`src/rtl/controlador_de_teclado.sv`:
```
// Debounced 10-button digit keypad controller with valid/ack handshake.
// Optional SINCRONIZADOR_EN macro inserts a two-flop input synchronizer ahead of the FSM.
module controlador_de_teclado #(
    parameter int DEBOUNCE_CICLOS = 4
) (
    input  logic       clk,
    input  logic       reset,
    input  logic [9:0] botoes,
    input  logic       ack,
    output logic [3:0] digito,
    output logic       valido,
    output logic       multiplo,
    output logic       ocupado
);
    localparam int CW = $clog2(DEBOUNCE_CICLOS + 1);
    localparam logic [CW-1:0] ULTIMO = CW'(DEBOUNCE_CICLOS - 1);

    typedef enum logic [1:0] {
        OCIOSO        = 2'd0,
        FILTRANDO     = 2'd1,
        EMITINDO      = 2'd2,
        ESPERA_SOLTAR = 2'd3
    } estado_t;

    estado_t       estado_r;
    logic [CW-1:0] contador_r;
    logic [9:0]    padrao_r;
    logic [3:0]    indice_r;
    logic [9:0]    amostra_s;
    logic [3:0]    uns_s;

    function automatic logic [3:0] contar_uns(input logic [9:0] v);
        logic [3:0] total;
        total = 4'd0;
        for (int i = 0; i < 10; i++) begin
            total = total + {3'd0, v[i]};
        end
        return total;
    endfunction

    function automatic logic [3:0] indice_de(input logic [9:0] v);
        logic [3:0] idx;
        idx = 4'd0;
        for (int i = 0; i < 10; i++) begin
            if (v[i]) begin
                idx = 4'(i);
            end
        end
        return idx;
    endfunction

`ifdef SINCRONIZADOR_EN
    logic [9:0] sinc1_r;
    logic [9:0] sinc2_r;

    // Two-stage synchronizer for the asynchronous button levels.
    always_ff @(posedge clk) begin
        if (reset) begin
            sinc1_r <= 10'd0;
            sinc2_r <= 10'd0;
        end else begin
            sinc1_r <= botoes;
            sinc2_r <= sinc1_r;
        end
    end

    assign amostra_s = sinc2_r;
`else
    assign amostra_s = botoes;
`endif

    assign uns_s   = contar_uns(amostra_s);
    assign ocupado = (estado_r != OCIOSO);

    // Keypad FSM: press filtering, emission handshake and release filtering share one counter.
    always_ff @(posedge clk) begin
        if (reset) begin
            estado_r   <= OCIOSO;
            contador_r <= '0;
            padrao_r   <= 10'd0;
            indice_r   <= 4'd0;
            digito     <= 4'd0;
            valido     <= 1'b0;
            multiplo   <= 1'b0;
        end else begin
            multiplo <= 1'b0;
            case (estado_r)
                OCIOSO: begin
                    if (uns_s == 4'd1) begin
                        padrao_r   <= amostra_s;
                        indice_r   <= indice_de(amostra_s);
                        contador_r <= CW'(1);
                        estado_r   <= FILTRANDO;
                    end else if (uns_s > 4'd1) begin
                        multiplo <= 1'b1;
                    end else begin
                        contador_r <= '0;
                    end
                end
                FILTRANDO: begin
                    if (amostra_s == padrao_r) begin
                        if (contador_r == ULTIMO) begin
                            estado_r <= EMITINDO;
                            digito   <= indice_r;
                            valido   <= 1'b1;
                        end else begin
                            contador_r <= contador_r + CW'(1);
                        end
                    end else begin
                        // A bounce or a different key aborts the press without emitting.
                        estado_r   <= OCIOSO;
                        contador_r <= '0;
                        multiplo   <= (uns_s > 4'd1);
                    end
                end
                EMITINDO: begin
                    if (valido && ack) begin
                        valido     <= 1'b0;
                        contador_r <= '0;
                        estado_r   <= ESPERA_SOLTAR;
                    end else begin
                        valido <= valido;
                    end
                end
                ESPERA_SOLTAR: begin
                    if (amostra_s == 10'd0) begin
                        if (contador_r == ULTIMO) begin
                            estado_r   <= OCIOSO;
                            contador_r <= '0;
                        end else begin
                            contador_r <= contador_r + CW'(1);
                        end
                    end else begin
                        contador_r <= '0;
                    end
                end
                default: begin
                    estado_r   <= OCIOSO;
                    contador_r <= '0;
                    valido     <= 1'b0;
                end
            endcase
        end
    end
endmodule
```
`config.mk`:
```
export PLATFORM = sky130hd
export DESIGN_NAME = controlador_de_teclado
export DESIGN_NICKNAME = d
export VERILOG_FILES = /design/src/rtl/controlador_de_teclado.sv
export SDC_FILE = /design/constraint.sdc
export NUM_CORES = 1
export LEC_CHECK = 0
export BUFFER_PORTS_ARGS = -buffer_cell sky130_fd_sc_hd__buf_2
export CAP_MARGIN = 15
export CORE_AREA = 2 2 57 59
export DETAILED_ROUTE_END_ITERATION = 6
export DIE_AREA = 0 0 59 61
export PLACE_DENSITY = 0.76
export SYNTH_ARGS = -nofsm -noshare
export SYNTH_HDL_FRONTEND = slang
export SYNTH_SLANG_ARGS = --single-unit
```
`constraint.sdc`:
```
create_clock -name clk -period 8.89 [get_ports clk]
set_input_delay 0.889 -clock clk [delete_from_list [all_inputs] [get_ports clk]]
set_output_delay 0.889 -clock clk [all_outputs]
set_load 0.05 [all_outputs]
```
After elaboration in Yosys (flattened, before gate mapping). Cells that the tools add are included.

Add/subtract/negate cells: 10. $lt $le $gt $ge: 1. Equality and inequality tests: 15. Muxes and demuxes: 32. Reductions and logical operators: 10.

Operator list (number): $mux 4 (8); $add 4x1->4 (6); $mux 3 (7); $mux 2 (6); $ne 2x2->1 const B (6); $pmux 3 s4 (1); $eq 10x10->1 (1); $logic_not 10->1 (1); $ne 3x3->1 const B (3); $pmux 2 s4 (1); $mux 1 (7); $reduce_and 3->1 (2); $reduce_and 5->1 (1); $add 3x1->4 (1); $eq 2x2->1 const B (2); $eq 4x1->1 const B (1); $gt 4x1->1 const B (1); $pmux 1 s2 (2); $reduce_and 4->1 (1); $reduce_bool 2->1 (2); $add 2x1->3 (1); $add 3x1->3 const B (1); $eq 3x2->1 const B (1); $add 1x1->2 (1); 4 further kinds (4).

Flip-flop bits (word level): 25. Input port bits: 13. Output and inout bits: 7. Word-level logic and storage cells: 75.

Depth between registers and ports, before layout.
Word-level depth: 13. Gate-level depth with buffers: 14. Gate-level depth less buffers: 13.

Worst setup path before layout. OpenSTA, ideal clock, no wires.

Path kind: input -> register. From: input port botoes[0]. To: register padrao_r[9]. Library setup time: 71 ps. Arrival time: 4334 ps. Required time: 8819 ps. Slack: 4485 ps. Stages: 14. Path buffers: 1. Cells stage by stage: inv_1 > fa_1 > fa_1 > fa_1 > inv_1 > ha_1 > inv_1 > fa_1 > a2111oi_0 > o2111ai_1 > inv_1 > clkbuf_1 > nand2_1 > a21oi_1.

Longest elaborated chain between the ends: 11.

RTL lines: from (decl) (RTL line 8) `input logic [9:0] botoes,`; $add 1x1->2 (RTL line 36) `total = total + {3'd0, v[i]};`; $add 2x1->3 (RTL line 36); $add 3x1->4 (RTL line 36); $add 4x1->4 (6 in series) (RTL line 36); $eq 4x1->1 (RTL line 89) `if (uns_s == 4'd1) begin`; $reduce_and 2->1 (no line); to (signal assigned) (RTL line 90) `padrao_r <= amostra_s;`; to (decl) (RTL line 27) `logic [9:0] padrao_r;`.

Every way passes these cells. A chain may end at the register's enable or synchronous reset.

Final worst setup path.
From: input port botoes[3]. To: register contador_r[0].

Longest elaborated chain between the ends: 10. Elaborated cells between the ends (all ways): 18. Those cells by class: 7 x add/sub; 1 x order compare; 4 x eq/ne; 4 x mux; 2 x reduce/logical.

RTL lines: $add 3x1->4 (RTL line 36); $add 4x1->4 (6 in series) (RTL line 36); $gt 4x1->1 / $eq 4x1->1 (equally long branches) (RTL line 94, 89); $ne 3x3->1 (no line) / $mux 3 (equally long branches); $reduce_and 3->1 (no line) / $pmux 3 s4 (equally long branches); to (signal assigned) (RTL line 107) `contador_r <= contador_r + CW'(1);`; to (signal assigned) (RTL line 131) `contador_r <= contador_r + CW'(1);`; to (decl) (RTL line 26) `logic [CW-1:0] contador_r;`.

Several ways; a longest one is shown, not always the timed one.

==> impl_metrics.env <==
export IMPL_numClockSinks=25
export IMPL_finalCritPeriodShare_pct=50.2
export IMPL_area_growth_pct=8.71
export IMPL_grtUsageTotal_pct=20.8
export IMPL_fin_util_pct=57.1
export IMPL_mostFrequentLayoutCells="dfxtp_1, inv_1, nand2_1, buf_2"
export IMPL_worstSetupPathType="input pin to flop"
export IMPL_synth_area_per_cell_um2=8.30
export IMPL_viasPerCell=5.78
export IMPL_cts_resized=0
export IMPL_ctsHoldBuffers=0
export IMPL_htree_levels=1
export IMPL_routed_via_count=1359
export IMPL_max_cap_viol_count=0
export IMPL_syn_nets=212
export IMPL_cp_slowest_stage_delay_ns=0.53
export IMPL_p_leak_uw=0.000684
export IMPL_die_w_um=59
export IMPL_first_pass_iters=4
export IMPL_grt_overflow=0
export IMPL_clock_fmax_mhz=224
export IMPL_ys_ff_latch=25
export IMPL_syn_area_um2=1550
export IMPL_synth_simple_area_share_pct=21.1
export IMPL_ys_types=47
export IMPL_dieArea_um2=3600
export IMPL_final_common_cell="dfxtp_1"
export IMPL_synth_fa_ha_area_share_pct=12.6
export IMPL_drive_gt1_share_pct=16.8
export IMPL_worstPathMaxFanout=18
export IMPL_ir_drop_mv=0.0885
export IMPL_first_iter_violations=69
export IMPL_cpMaxStageDelayCell="fa_1"
export IMPL_crit_buf_inv=6
export IMPL_final_hold_violation_count=0
export IMPL_final_setup_skew_ns=0.00262
export IMPL_gp_congestion=0.897
export IMPL_cp_top_family="adder cells"
export IMPL_seq_area_um2=500
export IMPL_grt_pass1_wl_um=5770
export IMPL_die_h_um=61
export IMPL_cp_end_kind="flop"
export IMPL_antenna_left=0
export IMPL_coreArea_um2=2950
export IMPL_synth_compound_area_share_pct=16.9
export IMPL_worstMarginPinSlew_ns=0.672
export IMPL_cp_required_ns=9.14
export IMPL_yosys_area_share_xor_xnor_pct=6.21
export IMPL_nFillCells=276
export IMPL_cellPowerDensity_nw_per_um2=193
export IMPL_cts_max_path_buffers=2
export IMPL_port_buffers=19
export IMPL_synth_top_family_by_area="simple AND/OR/NAND/NOR gates"
export IMPL_cts_root_buf="clkbuf_4"
export IMPL_clk_insertion_delay_late_ns=0.32
export IMPL_synthArstFlopShare_pct=0
export IMPL_cp_start_kind="input pin"
export IMPL_cts_setup_buffers=0
export IMPL_fin_tns_setup_ns=0
export IMPL_arrival_ns=4.71
export IMPL_num_antenna_cells=0
export IMPL_finalMaxSlewViolations=0
export IMPL_finalWorstPathRequiredPeriod_ns=4.46
export IMPL_synth_edf_count=0
export IMPL_yosysSeqAreaShare_pct=32.3
export IMPL_rsz0062_at_grt="no"
export IMPL_wire_per_inst_um=14.0
export IMPL_rows=20
export IMPL_synthMuxAreaShare_pct=2.58
export IMPL_grt_max_degree=28
export IMPL_holdCritPathClass="flop to flop"
export IMPL_antenna_found_initial=0
export IMPL_crit_chain="buf_2, inv_1, fa_1, fa_1, fa_1, inv_1, ha_1, inv_1, fa_1, a2111oi_0, o2111ai_1, buf_4, inv_1, nor2_1, a221oi_2"
export IMPL_ys_flop_type="dfxtp_1"
export IMPL_synth_warnings=0
export IMPL_cts_tree="done"
export IMPL_outcome="finished clean"
export IMPL_initial_core_util_pct=52.5
export IMPL_numCtsBuffers=3
export IMPL_max_slew_margin_rel_pct=54.8
export IMPL_nets=228
export IMPL_path_clk_slew_ns=0.14
export IMPL_multi_input_area_um2=922
export IMPL_drc=0
export IMPL_io_pins=20
export IMPL_grt_pass1_vias=1329
export IMPL_hpwlAfterDp_um=2470
export IMPL_wl_um=3290
export IMPL_setup_viol=0
export IMPL_synthCells=187
## Yosys cell counts (2+ instances only)
| library cell | number | area [um^2] |
|---|---|---|
| nor3_1 | 2 | 10.0 |
| inv_1 | 22 | 82.6 |
| nand3b_1 | 2 | 15.0 |
| fa_1 | 6 | 120 |
| nand3_1 | 2 | 10.0 |
| nand4_1 | 3 | 18.8 |
| clkbuf_1 | 8 | 30.0 |
| o21a_1 | 2 | 15.0 |
| or4_1 | 2 | 15.0 |
| xnor2_1 | 5 | 43.8 |
| a31o_2 | 2 | 17.5 |
| nor2_1 | 16 | 60.1 |
| o21ai_0 | 2 | 10.0 |
| o31ai_1 | 2 | 15.0 |
| nand2_1 | 22 | 82.6 |
| or2_2 | 3 | 18.8 |
| a21oi_1 | 16 | 80.1 |
| mux2i_1 | 4 | 40.0 |
| nor4_1 | 3 | 18.8 |
| dfxtp_1 | 25 | 500 |
| xor2_1 | 6 | 52.6 |
| a2111oi_0 | 2 | 17.5 |
| ha_1 | 6 | 75.1 |
## worst min-delay path, cell delays in order (launching register included)
cell and delay (ns):
dfxtp_1 0.35, nand2_1 0.05, a21oi_1 0.05
## sequential cells by signal, indices dropped and copies added, names as in the netlist, named ones only
signal and cells:
estado_r 1, contador_r 3, multiplo 1, indice_r 4, valido 1, padrao_r 10
digito 4
## area by class of cell
class	count	area share, %
Timing Repair Buffer	21	6.53
Clock buffer	3	1.34
Clock inverter	1	0.445
Inverter	22	4.90
Multi-Input combinational cell	130	54.7
Tap cell	33	2.45
Sequential cell	25	29.7
## power by group
group | internal (uW) | leakage (uW) | switching, uW
Clock | 17.2 | 0.0000139 | 35.5
Sequential | 128 | 0.000203 | 11.3
Combinational | 52.6 | 0.000467 | 81.4
Total | 198 | 0.000684 | 128
## metrics by stage
| stage | setup slack, ns | std cells | total power [uW] | area (um^2) | hold WS (ns) |
|---|---|---|---|---|---|
| CTS | 4.42 | 235 | 329 | 1690 | 0.479 |
| global placement | 4.10 | 231 | 271 | 1660 | 0.454 |
| floorplan | 4.48 | 187 | 244 | 1550 | 0.446 |
| global route | 4.03 | 235 | 354 | 1690 | 0.504 |
| finish | 4.43 | 235 | 326 | 1690 | 0.480 |
| detailed placement | 4.09 | 231 | 276 | 1660 | 0.460 |
## path summary, 6_finish.rpt
path	from	to	slack [ns]	cells after the start
worst min-delay path	padrao_r[2]	padrao_r[2]	0.48	2
worst min register to register	padrao_r[2]	padrao_r[2]	0.48	2
worst max register to register	contador_r[0]	contador_r[2]	6.65	7
worst max-delay path	botoes[3]	contador_r[0]	4.43	15
## cells by family (layout without fill, tap and decap cells)
group | Yosys count | after routing
buffers and inverters | 32 | 47
multiplexers | 4 | 4
AO/OA/AOI/OAI | 38 | 38
AND/OR/NAND/NOR | 65 | 65
adder cells (fa/ha/maj) | 12 | 12
flip-flops | 25 | 25
XOR/XNOR | 11 | 11
## routing by layer
metal,global-route usage (%),share of wire [%]
met5,0,0
met4,6.82,0.46
met3,2.56,5.1
met2,35.9,50
met1,27.0,45
No activity file was read; power rests on OpenSTA's default activity.
